==> src/rtl/store_buffer.sv <==
// In-order store FIFO in front of the data_mem port.
// Loads own the port; queued stores forward to matching loads.
module store_buffer #(
  parameter int WL    = 32,
  parameter int DEPTH = 4
) (
  input  logic                     CLK,
  input  logic                     RST,
  input  logic                     st_valid,
  input  logic [WL-1:0]            st_addr,
  input  logic [WL-1:0]            st_data,
  output logic                     st_ready,
  input  logic                     ld_valid,
  input  logic [WL-1:0]            ld_addr,
  output logic [WL-1:0]            ld_data,
  output logic                     ld_hit,
  output logic                     mem_write_EN,
  output logic [WL-1:0]            mem_addr,
  output logic [WL-1:0]            mem_writeData,
  input  logic [WL-1:0]            mem_readData,
  output logic [$clog2(DEPTH):0]   count,
  output logic                     empty
);

  localparam int AW = $clog2(DEPTH);
  localparam logic [AW:0] FULL = (AW+1)'(DEPTH);

  logic [WL-1:0]    addr_q [DEPTH];
  logic [WL-1:0]    data_q [DEPTH];
  logic [DEPTH-1:0] vld_q;
  logic [AW-1:0]    wr_ptr;
  logic [AW-1:0]    rd_ptr;
  logic [AW:0]      cnt_q;

  logic             push;
  logic             drain;
  logic             fwd_hit;
  logic [WL-1:0]    fwd_data;
  logic [AW-1:0]    idx;

  assign empty    = (cnt_q == '0);
  assign st_ready = (cnt_q != FULL);
  assign count    = cnt_q;

  assign push  = st_valid & st_ready;
  assign drain = ~empty & ~ld_valid;

  assign mem_write_EN  = drain;
  assign mem_addr      = drain ? addr_q[rd_ptr] : ld_addr;
  assign mem_writeData = data_q[rd_ptr];

  // Walk oldest to youngest so the youngest match wins.
  always_comb begin
    fwd_hit  = 1'b0;
    fwd_data = '0;
    idx      = '0;
    for (int i = DEPTH; i >= 1; i--) begin
      idx = wr_ptr - AW'(i);
      if (vld_q[idx] && addr_q[idx] == ld_addr) begin
        fwd_hit  = 1'b1;
        fwd_data = data_q[idx];
      end
    end
  end

  assign ld_hit  = fwd_hit;
  assign ld_data = fwd_hit ? fwd_data : mem_readData;

  always_ff @(posedge CLK) begin
    if (push) begin
      addr_q[wr_ptr] <= st_addr;
      data_q[wr_ptr] <= st_data;
    end
  end

  always_ff @(posedge CLK or posedge RST) begin
    if (RST) begin
      vld_q  <= '0;
      wr_ptr <= '0;
      rd_ptr <= '0;
      cnt_q  <= '0;
    end else begin
      if (push) begin
        vld_q[wr_ptr] <= 1'b1;
        wr_ptr        <= wr_ptr + 1'b1;
      end
      if (drain) begin
        vld_q[rd_ptr] <= 1'b0;
        rd_ptr        <= rd_ptr + 1'b1;
      end
      unique case ({push, drain})
        2'b10:   cnt_q <= cnt_q + 1'b1;
        2'b01:   cnt_q <= cnt_q - 1'b1;
        default: cnt_q <= cnt_q;
      endcase
    end
  end

endmodule
==> config.mk <==
export PLATFORM = sky130hd
export DESIGN_NAME = store_buffer
export DESIGN_NICKNAME = d
export VERILOG_FILES = /design/src/rtl/store_buffer.sv
export SDC_FILE = /design/constraint.sdc
export NUM_CORES = 1
export LEC_CHECK = 0
export CORE_MARGIN = 5
export CORE_UTILIZATION = 60
export CTS_CLUSTER_SIZE = 40
export DETAILED_ROUTE_END_ITERATION = 10
export MAX_ROUTING_LAYER = met4
export PLACE_DENSITY = 0.84
export SYNTH_ARGS = -nofsm -noshare
export SYNTH_HDL_FRONTEND = slang
export SYNTH_SLANG_ARGS = --single-unit
==> constraint.sdc <==
create_clock -name CLK -period 8.8 [get_ports CLK]
set_clock_uncertainty 0.15 [all_clocks]
set_input_delay 0.88 -clock CLK [delete_from_list [all_inputs] [get_ports CLK]]
set_output_delay 0.88 -clock CLK [all_outputs]
set_load 0.005 [all_outputs]
### Yosys cells after proc, flatten, opt, wreduce, memory -nomap -nowiden

Memory sizes are Yosys's and may differ from the RTL's.
Index checks and enable logic that the tools add are counted.

| storage, ports and cells | value |
|---|---|
| word-level logic and storage cells | 69 |
| output and inout bits | 103 |
| memory bits (writable) | 256 |
| memories | 2 |
| input bits | 132 |
| flip-flop bits (word level) | 11 |

Memory list:

| name | depth | bits a word | rd ports | clocked after Yosys merged registers in | wr ports | RTL line | source |
|---|---|---|---|---|---|---|---|
| addr_q | 4 | 32 | 5 | 0 | 1 | 28 | `logic [WL-1:0] addr_q [DEPTH];` |
| data_q | 4 | 32 | 5 | 0 | 1 | 29 | `logic [WL-1:0] data_q [DEPTH];` |

| cells by class | value |
|---|---|
| reductions and logical operators | 8 |
| bitwise gates (word level) | 7 |
| add/subtract/negate cells | 7 |
| eq/ne operators | 7 |
| mux-type cells | 27 |
| order comparisons | 7 |

Operators with widths:

| kind | number |
|---|---|
| 32-bit two-way mux | 6 |
| 32-bit equality test | 4 |
| 2-bit by 3-bit less-than comparator with 1-bit output (second input constant) | 5 |
| 1-bit two-way mux | 12 |
| 1-bit binary-select mux with 2-bit select | 4 |
| 4-bit two-way mux | 2 |
| 1-bit logical AND | 6 |
| 3-bit case mux with 2 select lines | 1 |
| 2-bit by 1-bit adder with 2-bit output (second input constant) | 2 |
| 4-bit bitwise AND | 1 |
| 1-bit demux with 2-bit select | 2 |
| 2-bit by 1-bit >= comparator with 1-bit output (second input constant) | 2 |
| 4-bit NOT | 1 |
| 4-bit OR | 1 |
| 2-bit subtractor (second input constant) | 2 |
| 3-bit by 1-bit adder with 3-bit output (second input constant) | 1 |
| 3-bit zero test | 1 |
| 3-bit inequality test (second input constant) | 1 |
| 3-bit by 1-bit subtractor with 3-bit output (second input constant) | 1 |
| 1-bit bitwise AND | 2 |
| 2-bit by 1-bit equality test with 1-bit output (second input constant) | 1 |
| 2-bit equality test (second input constant) | 1 |
| 1-bit NOT | 2 |
| 2-bit nonzero test | 1 |
| 2-bit by 1-bit subtractor with 2-bit output (second input constant) | 1 |

### Depth between registers and ports, before layout

| depth | value |
|---|---|
| word-level depth | 8 |
| mapped depth | 22 |
| gate-level depth less buffers | 10 |

### Least setup slack after synthesis

No wires, ideal clock.

| path | value |
|---|---|
| kind | register -> output |
| from | reg wr_ptr[0] |
| to | out ld_data[30] |
| path slack | 3314 ps |
| path buffers | 9 |
| arrival time | 4456 ps |
| cell stages (with the launch flop) | 20 |
| required time | 7770 ps |
| path through | dfrtp_1 -> buf_4 -> buf_6 -> buf_6 -> inv_1 -> buf_2 -> buf_2 -> ha_1 -> buf_6 -> buf_6 -> mux4_2 -> xnor2_1 -> nand4_1 -> or4_4 -> nor4b_4 -> buf_4 -> a21oi_1 -> clkbuf_1 -> a32oi_1 -> o21ai_1 |

| between the ends | value |
|---|---|
| elaborated cells on any way between the ends | 30 |
| classes of those cells | add/sub: 3; eq/ne: 4; mux: 17; reduce/logical: 4; memory: 2 |

RTL lines:

| item | RTL line | source |
|---|---|---|
| start: declaration | 31 | `logic [AW-1:0] wr_ptr;` |
| start signal: assignment | 85 | `wr_ptr <= wr_ptr + 1'b1;` |
| 2-bit by 1-bit subtractor with 2-bit output (*) | 58 | `idx = wr_ptr - AW'(i);` |
| via idx[0] | 39 | `logic [AW-1:0] idx;` |
| memory 4 x 32 bit / 1-bit binary-select mux with 2-bit select (equally long branches) | - |  |
| 32-bit equality test / 1-bit two-way mux (equally long branches) | 59 | `if (vld_q[idx] && addr_q[idx] == ld_addr) begin` |
| 1-bit logical AND | 59 |  |
| 32-bit two-way mux / 1-bit two-way mux (equally long branches) | 59 |  |
| 32-bit two-way mux (*) | 67 | `assign ld_data = fwd_hit ? fwd_data : mem_readData;` |
| end: declaration | 15 | `output logic [WL-1:0] ld_data,` |

Mark *: on every way through the listed nets, which the timed path passes. The rest lies on a longest branch. The select of a mux whose other input is x is not followed.

### Worst setup path in the final report

| path | value |
|---|---|
| from | reg wr_ptr[1] |
| to | out ld_data[5] |

| between the ends | value |
|---|---|
| cells in the longest elaborated chain, start to end | 8 |
| elaborated cells on any way between the ends | 30 |
| classes of those cells | add/sub: 3; eq/ne: 4; mux: 17; reduce/logical: 4; memory: 2 |

Ends and longest elaborated chain:

| item | RTL line |
|---|---|
| 2-bit subtractor (tied with other cells) | 58 |
| memory 4 x 32 bit (tied with other cells) | - |
| 32-bit equality test (tied with other cells) | 59 |
| 1-bit logical AND (tied with other cells) | 59 |
| 32-bit two-way mux / 1-bit two-way mux (equally long branches) (3 in a row) | 59 |
| 32-bit two-way mux (*) | 67 |

Every way passes the cells marked *; elsewhere a longest branch is shown, timed or not. The select of a mux whose other input is x is not followed.

==> run metrics <==
status=completed; die area=39,100 µm²; synthesized instance count=roughly 1,500; Routed WL=68.7 mm; root buf cell=clkbuf_16; Hold Buf Count CTS=0; Syn-to-layout area delta=15.8%; syn nets=about 1,700; PwrDens=roughly 350 nW/µm²; Starting Density=0.610; Core Area=approximately 35,000 µm²; Fill cells=approximately 2,300; Crit path required time=around 7.8 ns; Buffers on Ports=~230; Num Clock Sinks=267; synthesized flop and latch total=about 270; vias per cell=a little under 8; RSZ-0062 raised after global routing=no; Post-Syn Area=21,200 µm²; boundary pin count=235; Die X=slightly below 200 µm; Max VDD drop=roughly 1000 µV; Chip Height=a little under 200 µm; count of cell types in the netlist=76; setup_tns=0 ns; Vias=16,600; Setup-failing EPs final=0; fin crit period=7.84 ns; Fin. Hold Viols=0; Residual DRC=0; final layout net count=around 1,800; asr flop ratio synth=0.0412; Worst Hold Class=reg -> reg; Worst Path Max Fanout=47; vias in the first global route=between 15,000 and 20,000; drt first-iter violations=~2,400; DRT antenna net count=0; top_reg_cell synth=edfxtp_1; CTS tree=built; first-pass GRT wire length=about 100 mm; Tcrit/Tclk final=0.891; Clock Path Buffers=3; H-Tree Depth=1; routed len/inst=roughly 32 µm; Leak=roughly 7.7 nW; FMAX=around 130 MHz; CTS buffer count=29; Inst Count DP=between 2,000 and 2,500; max-cap viol count=0; Setup Buffers After CTS=0; Multi-input gate area=approximately 12,000 µm²; Setup crit start kind=register; crit path DAT=around 6.8 ns; CTS resizes=0; share of cells above drive strength 1=0.252; post-synthesis sequential area ratio=0.376; Mapped Avg Cell Area=~14 µm²; gpl congestion=~1.0; Worst-path clk slew=0.06 ns; largest net degree at the start of global routing=roughly 150; crit path kind=reg -> out; Synth Warn #=0; First-pass DRT Iterations=5; gr usage total=0.356; final cell count without fillers=~2,100; Slew HR=0.200; Pins Over Slew Limit=0; initial antenna violation count=3; Rows=a little under 70; worst slew pin tran=between 1 and 1.5 ns; GR Overflow Total=0; Worst-Skew Late Latency=roughly 0.60 ns; sequential standard cell area=roughly 8000 µm²; Post-DP HPWL=about 47 mm; EDFF count, synth=around 260; Setup crit end kind=primary output
worst max-delay path: stages, from the launching register on:
cell             delay (ns)
dfrtp_4                0.88
inv_1                  0.25
ha_4                   0.89
buf_4                  0.41
mux4_2                 0.35
xnor2_1                0.58
nand4_1                0.26
nor4b_1                0.33
nand4b_1               0.63
nor2_4                 0.26
or2_0                  0.56
o211a_1                0.28
clkdlybuf4s50_1        0.51
worst paths after layout:
kind	startpoint	end	slack, ns	cells past startpoint
max in group asynchronous	RST	wr_ptr[1]	7.68	2
min reg2reg	count[0]	count[0]	0.37	1
max	wr_ptr[1]	ld_data[5]	0.96	12
max reg2reg	wr_ptr[0]	addr_q[1][9]	5.73	4
min	count[0]	count[0]	0.37	1
min in group asynchronous	RST	wr_ptr[0]	0.44	2
flip-flops by register name (all words and copies together), names as in the netlist:
| signal | cells |
|---|---|
| wr_ptr | 2 |
| rd_ptr | 2 |
| addr_q | 128 |
| count | 3 |
| vld_q | 4 |
| data_q | 128 |
stage by stage:
step           hold slack, ns  area, µm²  utilization  total power [mW]  setup slack (ns)
2_1_floorplan           0.348      21200            -              5.86              3.31
3_3_place_gp            0.360      23600        0.679              7.30              1.70
3_5_place_dp            0.360      23600        0.679              7.38              1.59
4_1_cts                 0.372      24500        0.706              8.64             0.991
5_1_grt                 0.399      24500        0.706              9.07             0.687
6_report                0.374      24500        0.706              8.70             0.957
per-layer routing:
layer	track usage	vias to the layer above	part of all wire
met5	-	-	0
met2	0.533	1343	0.47
li1	-	6662	-
met4	0.0903	0	0.033
met3	0.0432	162	0.11
met1	0.530	8409	0.39
power breakdown:
| part | leakage [nW] | total [mW] | internal [mW] | switching [mW] |
|---|---|---|---|---|
| Sequential | 2.47 | 2.09 | 1.70 | 0.389 |
| Combinational | 4.78 | 5.36 | 2.71 | 2.65 |
| Clock | 0.461 | 1.24 | 0.725 | 0.519 |
Yosys cell counts, drive strengths merged (19+ instances only):
library cell	n	share of area
a2111oi	36	0.016
a211oi	59	0.021
a32oi	23	0.0095
buf	83	0.026
clkbuf	84	0.015
edfxtp	256	0.36
inv	26	0.0046
mux2	43	0.023
mux2i	81	0.038
mux4	281	0.30
nand2	73	0.013
nand3	50	0.012
nand4	33	0.0098
nor2	19	0.0034
o21ai	48	0.011
xnor2	111	0.046
cells in the final DEF (no fill, tap or decap), drive strengths merged, types with 31 or more instances in the layout:
master         count
mux4             281
edfxtp           256
clkdlybuf4s50    234
xnor2            111
mux2i             81
nand2             73
a211oi            59
nand3             50
o21ai             48
mux2              43
a2111oi           36
clkbuf            36
nand4             33
buf               31
cell families after synthesis:
group,share of synthesized area
multiplexers,0.360
buffers and inverters,0.0452
XOR/XNOR,0.0501
flip-flops,0.376
AO/OA/AOI/OAI,0.0879
adder cells (fa/ha/maj),0.00627
AND/OR/NAND/NOR,0.0741
cell type report:
cell class	instances	area share
Multi-Input combinational cell	1063	0.502
Sequential cell	267	0.325
Timing Repair Buffer	265	0.106
Clock buffer	36	0.0307
Tap cell	455	0.0232
Clock inverter	18	0.00842
Inverter	26	0.00398
Antenna cell	3	0.000306
No activity file was read; power rests on OpenSTA's default activity.
